--- src/rtl/uart_rx.sv ---
// UART receiver: 8N1 frames, LSB first, recovered from an asynchronous RXD line.
// A single-entry holding register with valid/ready handshake feeds the IO register
// bank; sticky overrun and framing-error flags feed the UART status register.
//
// state  | meaning
// -------+---------------------------------------------------------------
// IDLE   | line idle, waiting for a low level on the synchronized RXD
// START  | timing to mid start bit to confirm the start (reject glitches)
// DATA   | sampling 8 data bits at one-bit spacing, LSB first
// STOP   | sampling the stop bit; deliver byte or flag a framing error
// BREAK  | line held low after a bad stop bit; wait for it to go high
module uart_rx #(
    parameter int CLKS_PER_BIT = 104,
    parameter int SYNC_STAGES  = 2
) (
    input  logic       CLK,
    input  logic       RESET,
    input  logic       RXD,
    output logic [7:0] rx_data,
    output logic       rx_valid,
    input  logic       rx_ready,
    output logic       rx_overrun,
    output logic       rx_frame_err,
    input  logic       err_clear,
    output logic       rx_busy
);

    localparam int CW = $clog2(CLKS_PER_BIT);
    localparam logic [CW-1:0] CNT_MAX = CW'(CLKS_PER_BIT - 1);
    localparam logic [CW-1:0] CNT_MID = CW'(CLKS_PER_BIT / 2 - 1);

    typedef enum logic [2:0] {
        ST_IDLE,
        ST_START,
        ST_DATA,
        ST_STOP,
        ST_BREAK
    } state_t;

    logic [SYNC_STAGES-1:0] sync_q;
    logic                   rxs;

    state_t          state_q, state_d;
    logic [CW-1:0]   cnt_q, cnt_d;
    logic [2:0]      bit_idx_q, bit_idx_d;
    logic [7:0]      shift_q, shift_d;
    logic [7:0]      data_q, data_d;
    logic            valid_q, valid_d;
    logic            ovr_q, ovr_d;
    logic            ferr_q, ferr_d;

    logic            deliver;
    logic            frame_evt;
    logic            accept;
    logic            ovr_set;

    assign rxs = sync_q[SYNC_STAGES-1];

    // RXD synchronizer; resets to the idle (high) line level.
    always_ff @(posedge CLK or posedge RESET) begin
        if (RESET) begin
            sync_q <= '1;
        end else begin
            sync_q <= {sync_q[SYNC_STAGES-2:0], RXD};
        end
    end

    // Frame recovery: next state, bit capture and deliver/error events.
    always_comb begin
        state_d   = state_q;
        bit_idx_d = bit_idx_q;
        shift_d   = shift_q;
        deliver   = 1'b0;
        frame_evt = 1'b0;
        case (state_q)
            ST_IDLE: begin
                if (!rxs) state_d = ST_START;
            end
            ST_START: begin
                if (cnt_q == CNT_MID) begin
                    if (!rxs) begin
                        state_d   = ST_DATA;
                        bit_idx_d = 3'd0;
                    end else begin
                        state_d = ST_IDLE;
                    end
                end
            end
            ST_DATA: begin
                if (cnt_q == CNT_MAX) begin
                    shift_d[bit_idx_q] = rxs;
                    if (bit_idx_q == 3'd7) begin
                        state_d = ST_STOP;
                    end else begin
                        bit_idx_d = bit_idx_q + 3'd1;
                    end
                end
            end
            ST_STOP: begin
                if (cnt_q == CNT_MAX) begin
                    if (rxs) begin
                        deliver = 1'b1;
                        state_d = ST_IDLE;
                    end else begin
                        frame_evt = 1'b1;
                        state_d   = ST_BREAK;
                    end
                end
            end
            ST_BREAK: begin
                if (rxs) state_d = ST_IDLE;
            end
            default: state_d = ST_IDLE;
        endcase
    end

    // Baud counter restarts on every state change so sample points align to the edge.
    always_comb begin
        if (state_d != state_q || cnt_q == CNT_MAX) begin
            cnt_d = '0;
        end else begin
            cnt_d = cnt_q + CW'(1);
        end
    end

    // Holding register, handshake and sticky flags (a new event beats err_clear).
    always_comb begin
        data_d  = data_q;
        valid_d = valid_q;
        ovr_d   = ovr_q;
        ferr_d  = ferr_q;
        ovr_set = 1'b0;
        accept  = valid_q && rx_ready;
        if (accept) valid_d = 1'b0;
        if (deliver) begin
            if (!valid_q || accept) begin
                data_d  = shift_q;
                valid_d = 1'b1;
            end else begin
                ovr_set = 1'b1;
            end
        end
        if (err_clear) begin
            ovr_d  = 1'b0;
            ferr_d = 1'b0;
        end
        if (ovr_set)   ovr_d  = 1'b1;
        if (frame_evt) ferr_d = 1'b1;
    end

    // State and datapath registers.
    always_ff @(posedge CLK or posedge RESET) begin
        if (RESET) begin
            state_q   <= ST_IDLE;
            cnt_q     <= '0;
            bit_idx_q <= 3'd0;
            shift_q   <= 8'h00;
            data_q    <= 8'h00;
            valid_q   <= 1'b0;
            ovr_q     <= 1'b0;
            ferr_q    <= 1'b0;
        end else begin
            state_q   <= state_d;
            cnt_q     <= cnt_d;
            bit_idx_q <= bit_idx_d;
            shift_q   <= shift_d;
            data_q    <= data_d;
            valid_q   <= valid_d;
            ovr_q     <= ovr_d;
            ferr_q    <= ferr_d;
        end
    end

    assign rx_data      = data_q;
    assign rx_valid     = valid_q;
    assign rx_overrun   = ovr_q;
    assign rx_frame_err = ferr_q;
    assign rx_busy      = (state_q != ST_IDLE);

endmodule

--- config.mk ---
export PLATFORM = sky130hd
export DESIGN_NAME = uart_rx
export DESIGN_NICKNAME = d
export VERILOG_FILES = /design/src/rtl/uart_rx.sv
export SDC_FILE = /design/constraint.sdc
export NUM_CORES = 1
export LEC_CHECK = 0
export ABC_CLOCK_PERIOD_IN_PS = 2500
export CAP_MARGIN = 20
export CORE_MARGIN = 3
export CORE_UTILIZATION = 43
export CTS_BUF_LIST = sky130_fd_sc_hd__clkbuf_8
export CTS_CLUSTER_DIAMETER = 80
export DETAILED_ROUTE_END_ITERATION = 10
export SLEW_MARGIN = 20
export SYNTH_ARGS = -nofsm -noshare
export SYNTH_HDL_FRONTEND = slang
export SYNTH_SLANG_ARGS = --single-unit
--- constraint.sdc ---
create_clock -name CLK -period 2.5 [get_ports CLK]
set_input_delay 0.5 -clock CLK [delete_from_list [all_inputs] [get_ports CLK]]
set_output_delay 0.5 -clock CLK [all_outputs]
set_load 0.01 [all_outputs]
==> flow_metrics.py, run 1 <==
metrics = {
    "global_routing": {
        "met1_usage_pct": 21.1,
        "grt_start_max_net_pins": 35,
        "grt_pass1_wl_mm": 5.00,
        "grt_pass1_vias": 1053,
        "antenna_found_initial": 0,
        "grtUsageTotal_pct": 14.8,
        "grt_overflow": 0,
        "use_met2_pct": 21.1,
        "gr-usage-met3_pct": 3.94,
        "grt.busiest_layer": "met2",
    },
    "pwr": {
        "swShare_pct": 20.2,
        "irDropWorstVdd_mv": 0.284,
        "power_frac_comb_pct": 2.1,
        "p_int_mw": 0.779,
        "seqPwrFrac_pct": 57.1,
        "p_per_area_nw_per_um2": 508,
        "p_sw_mw": 0.198,
        "leakage_nw": 0.839,
        "pwr-share-clk_pct": 40.8,
    },
    "clocking": {
        "cts_sinks": 34,
        "path_clk_slew_ps": 70,
        "cts_tree": "built",
        "worstSkewPairLatency_ps": 280,
        "cts_hold_buf": 0,
        "post_cts_buffers": 0,
        "h-tree-depth": 2,
        "numCtsBuffers": 5,
        "cts_resized": 0,
        "cts.path.max_buffers": 2,
        "root_buffer": "clkbuf_8",
    },
    "status": {
        "status": "finished clean",
    },
    "setup_path": {
        "cp.required_ps": 2000,
        "crit_chain": "or3_1 -> clkdlybuf4s50_1",
        "ff2ff_setup_slack_ps": 420,
        "cp.arrival_ps": 1740,
        "max_stage_delay_ps": 560,
        "path_class": "reg -> out",
        "crit_path_start_kind": "flip-flop",
        "cp_slowest_cell": "dfrtp_1",
        "end_kind": "primary output",
        "path_buf_inv": 1,
        "critical_path.max_fanout": 16,
        "crit_family": "flip-flops",
    },
    "finish": {
        "drive_gt1_share_pct": 11.9,
        "fillers": 314,
        "fin_cells": 206,
        "multi_input_area_sq_um": 723,
        "final_util_pct": 54.6,
        "num_antenna_cells": 0,
        "seqCellArea_sq_um": 853,
        "nets": 167,
        "synthToLayoutAreaGrowth_pct": 16.8,
    },
    "drt": {
        "drc": 0,
        "vias": 1118,
        "drt-total-wl_mm": 2.93,
        "route.detailed.wl_per_inst_um": 14.2,
        "drt_pass1_iterations": 4,
        "routed_via_density": 5.43,
        "ant_nets": 0,
        "drt_iter0_drc": 75,
    },
    "logic_synthesis": {
        "async_flop_share_pct": 100,
        "syn_avg_cell_area_sq_um": 11.6,
        "synth_seq_cells": 34,
        "synth_cell_types": 41,
        "synth_area_sq_um": 1650,
        "syn-instance-count": 142,
        "ys_seq_area_share_pct": 51.8,
        "yosysWarnings": 0,
        "synthFlopType": "dfrtp_1",
        "syn_nets": 150,
        "synth-edff-count": 0,
    },
    "min_path": {
        "holdCritPathClass": "reg -> reg",
    },
    "sta": {
        "post-route-period-util_pct": 89.7,
        "setup_viol": 0,
        "relSlewSlack_pct": 67.0,
        "fin_crit_ps": 2240,
        "max_slew.worst_pin.slew_ps": 495,
        "worst_clock_skew_ps": 3.91,
        "report.final.slew_viol_count": 0,
        "max_freq_mhz": 446,
        "tns_ps": 0,
        "grt_setup_unrepaired": "no",
        "hold_viol_final": 0,
    },
    "floorplanning": {
        "num_io_pins": 17,
        "coreArea_sq_um": 3520,
        "die_area_sq_um": 4610,
        "dieHeight_um": 67.9,
        "start_util_pct": 46.8,
        "die_w_um": 67.9,
        "num_rows": 21,
    },
    "run": {
        "drv_cap": 0,
    },
    "place": {
        "dp_hpwl_mm": 2.06,
        "gp_congestion": 0.851,
        "port-buffer-count": 16,
        "dp.cells": 198,
    },
}
-- cell families after synthesis --
group	after synthesis	share of synthesized area [%]
multiplexers	16	10.9
AND/OR/NAND/NOR	50	19.5
adder cells (fa/ha/maj)	3	2.28
buffers and inverters	14	4.25
AO/OA/AOI/OAI	20	8.59
XOR/XNOR	5	2.66
flip-flops	34	51.8
-- final timing paths --
check | start | end | cells past startpoint
max | state_q[0] | rx_busy | 2
min | sync_q[0] | sync_q[1] | 0
max reg2reg | cnt_q[0] | rx_data[1] | 5
min reg2reg | sync_q[0] | sync_q[1] | 0
max in group asynchronous | RESET | sync_q[1] | 3
min in group asynchronous | RESET | cnt_q[4] | 3
-- area by class of cell --
type	instances	share of cell area [%]
Clock buffer	6	4.29
Inverter	6	1.17
Sequential cell	34	44.4
Tap cell	46	2.99
Multi-Input combinational cell	94	37.6
Timing Repair Buffer	18	9.11
Clock inverter	2	0.455
-- Yosys cell counts, drive strengths merged (3+ instances only) --
cell type	instances	area share, %
a21oi	5	1.5
buf	4	2.0
clkbuf	4	0.91
dfrtp	32	49
ha	3	2.3
inv	6	1.4
mux2	16	11
nand2	6	1.4
nand3	6	2.1
nand4	7	3.6
nand4b	3	1.6
nor2	9	2.2
nor3	4	1.2
o21ai	4	1.2
o22ai	3	1.1
xnor2	3	1.6
-- power groups by stage --
stage	logic, mW	clock network [mW]	registers [mW]
3_3_place_gp	0.0213	0	0.568
6_report	0.0206	0.398	0.558
5_1_grt	0.0238	0.442	0.558
2_1_floorplan	0.0142	0	0.563
3_5_place_dp	0.0216	0	0.568
4_1_cts	0.0218	0.410	0.558
-- metal layers --
layer	wire length, um	vias up
met4	42	0
met2	1300	35
li1	-	550
met1	1400	528
met5	0	-
met3	187	5
-- layout by cell type (no fill, tap or decap), drive strengths merged, types with 5 or more instances in the layout --
cell / instances
a21oi: 5
dfrtp: 32
nor2: 9
inv: 7
clkbuf: 6
clkdlybuf4s50: 16
nand4: 7
nand2: 6
nand3: 6
mux2: 16
-- worst register-to-register path: stages, from the launching register on --
cell and delay, ps:
dfrtp_1 370, ha_1 350, nand4b_1 200, nor2_2 410, nand4_4 260, mux2_1 390
-- flip-flops by register name (all words and copies together) (netlist names) --
register      count
bit_idx_q         3
cnt_q             7
rx_valid          1
rx_overrun        1
rx_frame_err      1
shift_q           8
rx_data           8
state_q           3
sync_q            2
-- through the flow --
stage | power (mW) | hold WS [ps] | setup slack, ps | area, sq um
finish | 0.977 | 361 | 256 | 1920
global route | 1.02 | 364 | 172 | 1920
CTS | 0.989 | 362 | 253 | 1920
detailed placement | 0.589 | 347 | 459 | 1830
global placement | 0.589 | 350 | 534 | 1830
floorplan | 0.578 | 345 | 812 | 1650
Power figures use the tool's default switching activity.
==> run 2, diff against run 1 <==
Settings changed: REMOVE_ABC_BUFFERS set to 1.
==> run 2 against run 1 <==
Total power rose by 6.7%. Utilization rose by 0.32 points. Combinational power barely moved. Die area did not move. Clock skew rose by 1.9 ps. Count of clock-buffer cells in the layout rose by 2. Register-to-register slack barely moved. Worst hold slack got worse by 1.0 ps. Via count rose by 1.3%. First-iteration DRC count fell by 19%. Sequential power barely moved. Largest cell class unchanged. Largest power group unchanged.
==> flow_metrics.py, run 2 (same netlist as run 1, synthesis figures left out) <==
metrics = {
    "global_routing": {
        "grt_pass1_vias": 1159,
        "antenna_found_initial": 0,
        "grt_pass1_wl_mm": 5.26,
        "grt_start_max_net_pins": 35,
        "grtUsageTotal_pct": 15.7,
        "grt_overflow": 0,
    },
    "sta": {
        "setup_viol": 0,
        "post-route-period-util_pct": 91.1,
        "hold_viol_final": 0,
        "relSlewSlack_pct": 66.1,
        "tns_ps": 0,
        "report.final.slew_viol_count": 0,
        "worst_clock_skew_ps": 5.86,
        "max_freq_mhz": 439,
        "max_slew.worst_pin.slew_ps": 509,
        "grt_setup_unrepaired": "no",
        "fin_crit_ps": 2280,
        "setup_ws_ps": 222,
    },
    "floorplanning": {
        "num_rows": 21,
        "start_util_pct": 46.8,
        "die_area_sq_um": 4610,
        "die_w_um": 67.9,
        "coreArea_sq_um": 3520,
        "num_io_pins": 17,
        "dieHeight_um": 67.9,
    },
    "clocking": {
        "cts_resized": 0,
        "cts_tree": "built",
        "cts_hold_buf": 0,
        "cts_sinks": 34,
        "cts.path.max_buffers": 2,
        "root_buffer": "clkbuf_8",
        "h-tree-depth": 2,
        "path_clk_slew_ps": 60,
        "worstSkewPairLatency_ps": 280,
        "numCtsBuffers": 5,
        "post_cts_buffers": 0,
    },
    "setup_path": {
        "path_class": "reg -> out",
        "cp.arrival_ps": 1780,
        "cp.required_ps": 2000,
        "max_stage_delay_ps": 570,
        "crit_path_start_kind": "flip-flop",
        "rr_endpoint": "rx_data[1]",
        "r2r-start": "cnt_q[0]",
        "end_kind": "primary output",
        "reg2reg_depth": 5,
        "cp_slowest_cell": "dfrtp_1",
        "crit_chain": "or3_1 -> clkdlybuf4s50_1",
        "critical_path.max_fanout": 16,
        "ff2ff_setup_slack_ps": 410,
    },
    "drt": {
        "drc": 0,
        "vias": 1132,
        "route.detailed.wl_per_inst_um": 14.2,
        "drt-total-wl_mm": 2.91,
        "ant_nets": 0,
        "routed_via_density": 5.52,
        "drt_iter0_drc": 61,
        "drt_pass1_iterations": 4,
    },
    "min_path": {
        "whs_path_depth": 0,
        "holdCritPathClass": "reg -> reg",
        "min_to": "sync_q[1]",
        "min_from": "sync_q[0]",
    },
    "finish": {
        "drive_gt1_share_pct": 11.9,
        "num_antenna_cells": 0,
        "nets": 166,
        "final_cell_mix": "dfrtp_1, clkdlybuf4s50_1, mux2_1",
        "synthToLayoutAreaGrowth_pct": 17.5,
        "fillers": 321,
        "layout_commonest_cell": "dfrtp_1",
    },
    "place": {
        "dpl_worst_slack_ps": 425,
        "gp_congestion": 0.801,
        "dp_hpwl_mm": 2.04,
        "port-buffer-count": 16,
    },
    "pwr": {
        "leakage_nw": 0.839,
        "irDropWorstVdd_mv": 0.304,
        "p_per_area_nw_per_um2": 539,
    },
    "run": {
        "drv_cap": 0,
    },
    "status": {
        "status": "finished clean",
    },
}
-- run 2: power breakdown --
group / internal [mW] / switching, mW
Clock: 0.278 / 0.186
Combinational: 0.00830 / 0.0125
Sequential: 0.553 / 0.00479
-- run 2: stage by stage --
stage	cell area, sq um	std cells	utilization (%)	hold WS, ps	power [mW]
3_5_place_dp	1820	197	51.8	352	0.590
3_3_place_gp	1820	197	51.8	346	0.589
6_report	1930	205	54.9	360	1.04
4_1_cts	1930	205	54.9	362	1.06
2_1_floorplan	1600	134	-	345	0.577
5_1_grt	1930	205	54.9	369	1.10
-- run 2: layer usage --
metal  global-route usage (%)  vias up  share of wire (%)
li1                         -      555                  -
met3                     5.42        6                4.4
met4                     6.70        0                1.8
met2                     26.2       21                 49
met1                     18.4      550                 45
met5                        0        -                  0
-- run 2: area by class of cell --
type	count	area [sq um]	share of cell area [%]
Inverter	6	22.5	1.16
Sequential cell	34	853	44.1
Timing Repair Buffer	17	168	8.67
Multi-Input combinational cell	94	723	37.4
Tap cell	46	57.6	2.98
Clock buffer	8	110	5.69
-- run 2: worst max path at each step --
| stage | start | end | slack (ps) | depth (start not counted) |
|---|---|---|---|---|
| finish | state_q[0] | rx_busy | 220 | 2 |
| global route | state_q[0] | rx_busy | 140 | 2 |
| CTS | state_q[0] | rx_busy | 210 | 2 |
| detailed placement | cnt_q[0] | rx_data[1] | 420 | 5 |
| global placement | cnt_q[0] | rx_data[6] | 530 | 5 |
| floorplan | cnt_q[0] | rx_data[1] | 690 | 5 |
-- run 2: critical path, delay by kind of cell, from the launching register on --
family	cells	cell delay, ps
buf+inv	1	490
simple gates	1	440
flops	1	570
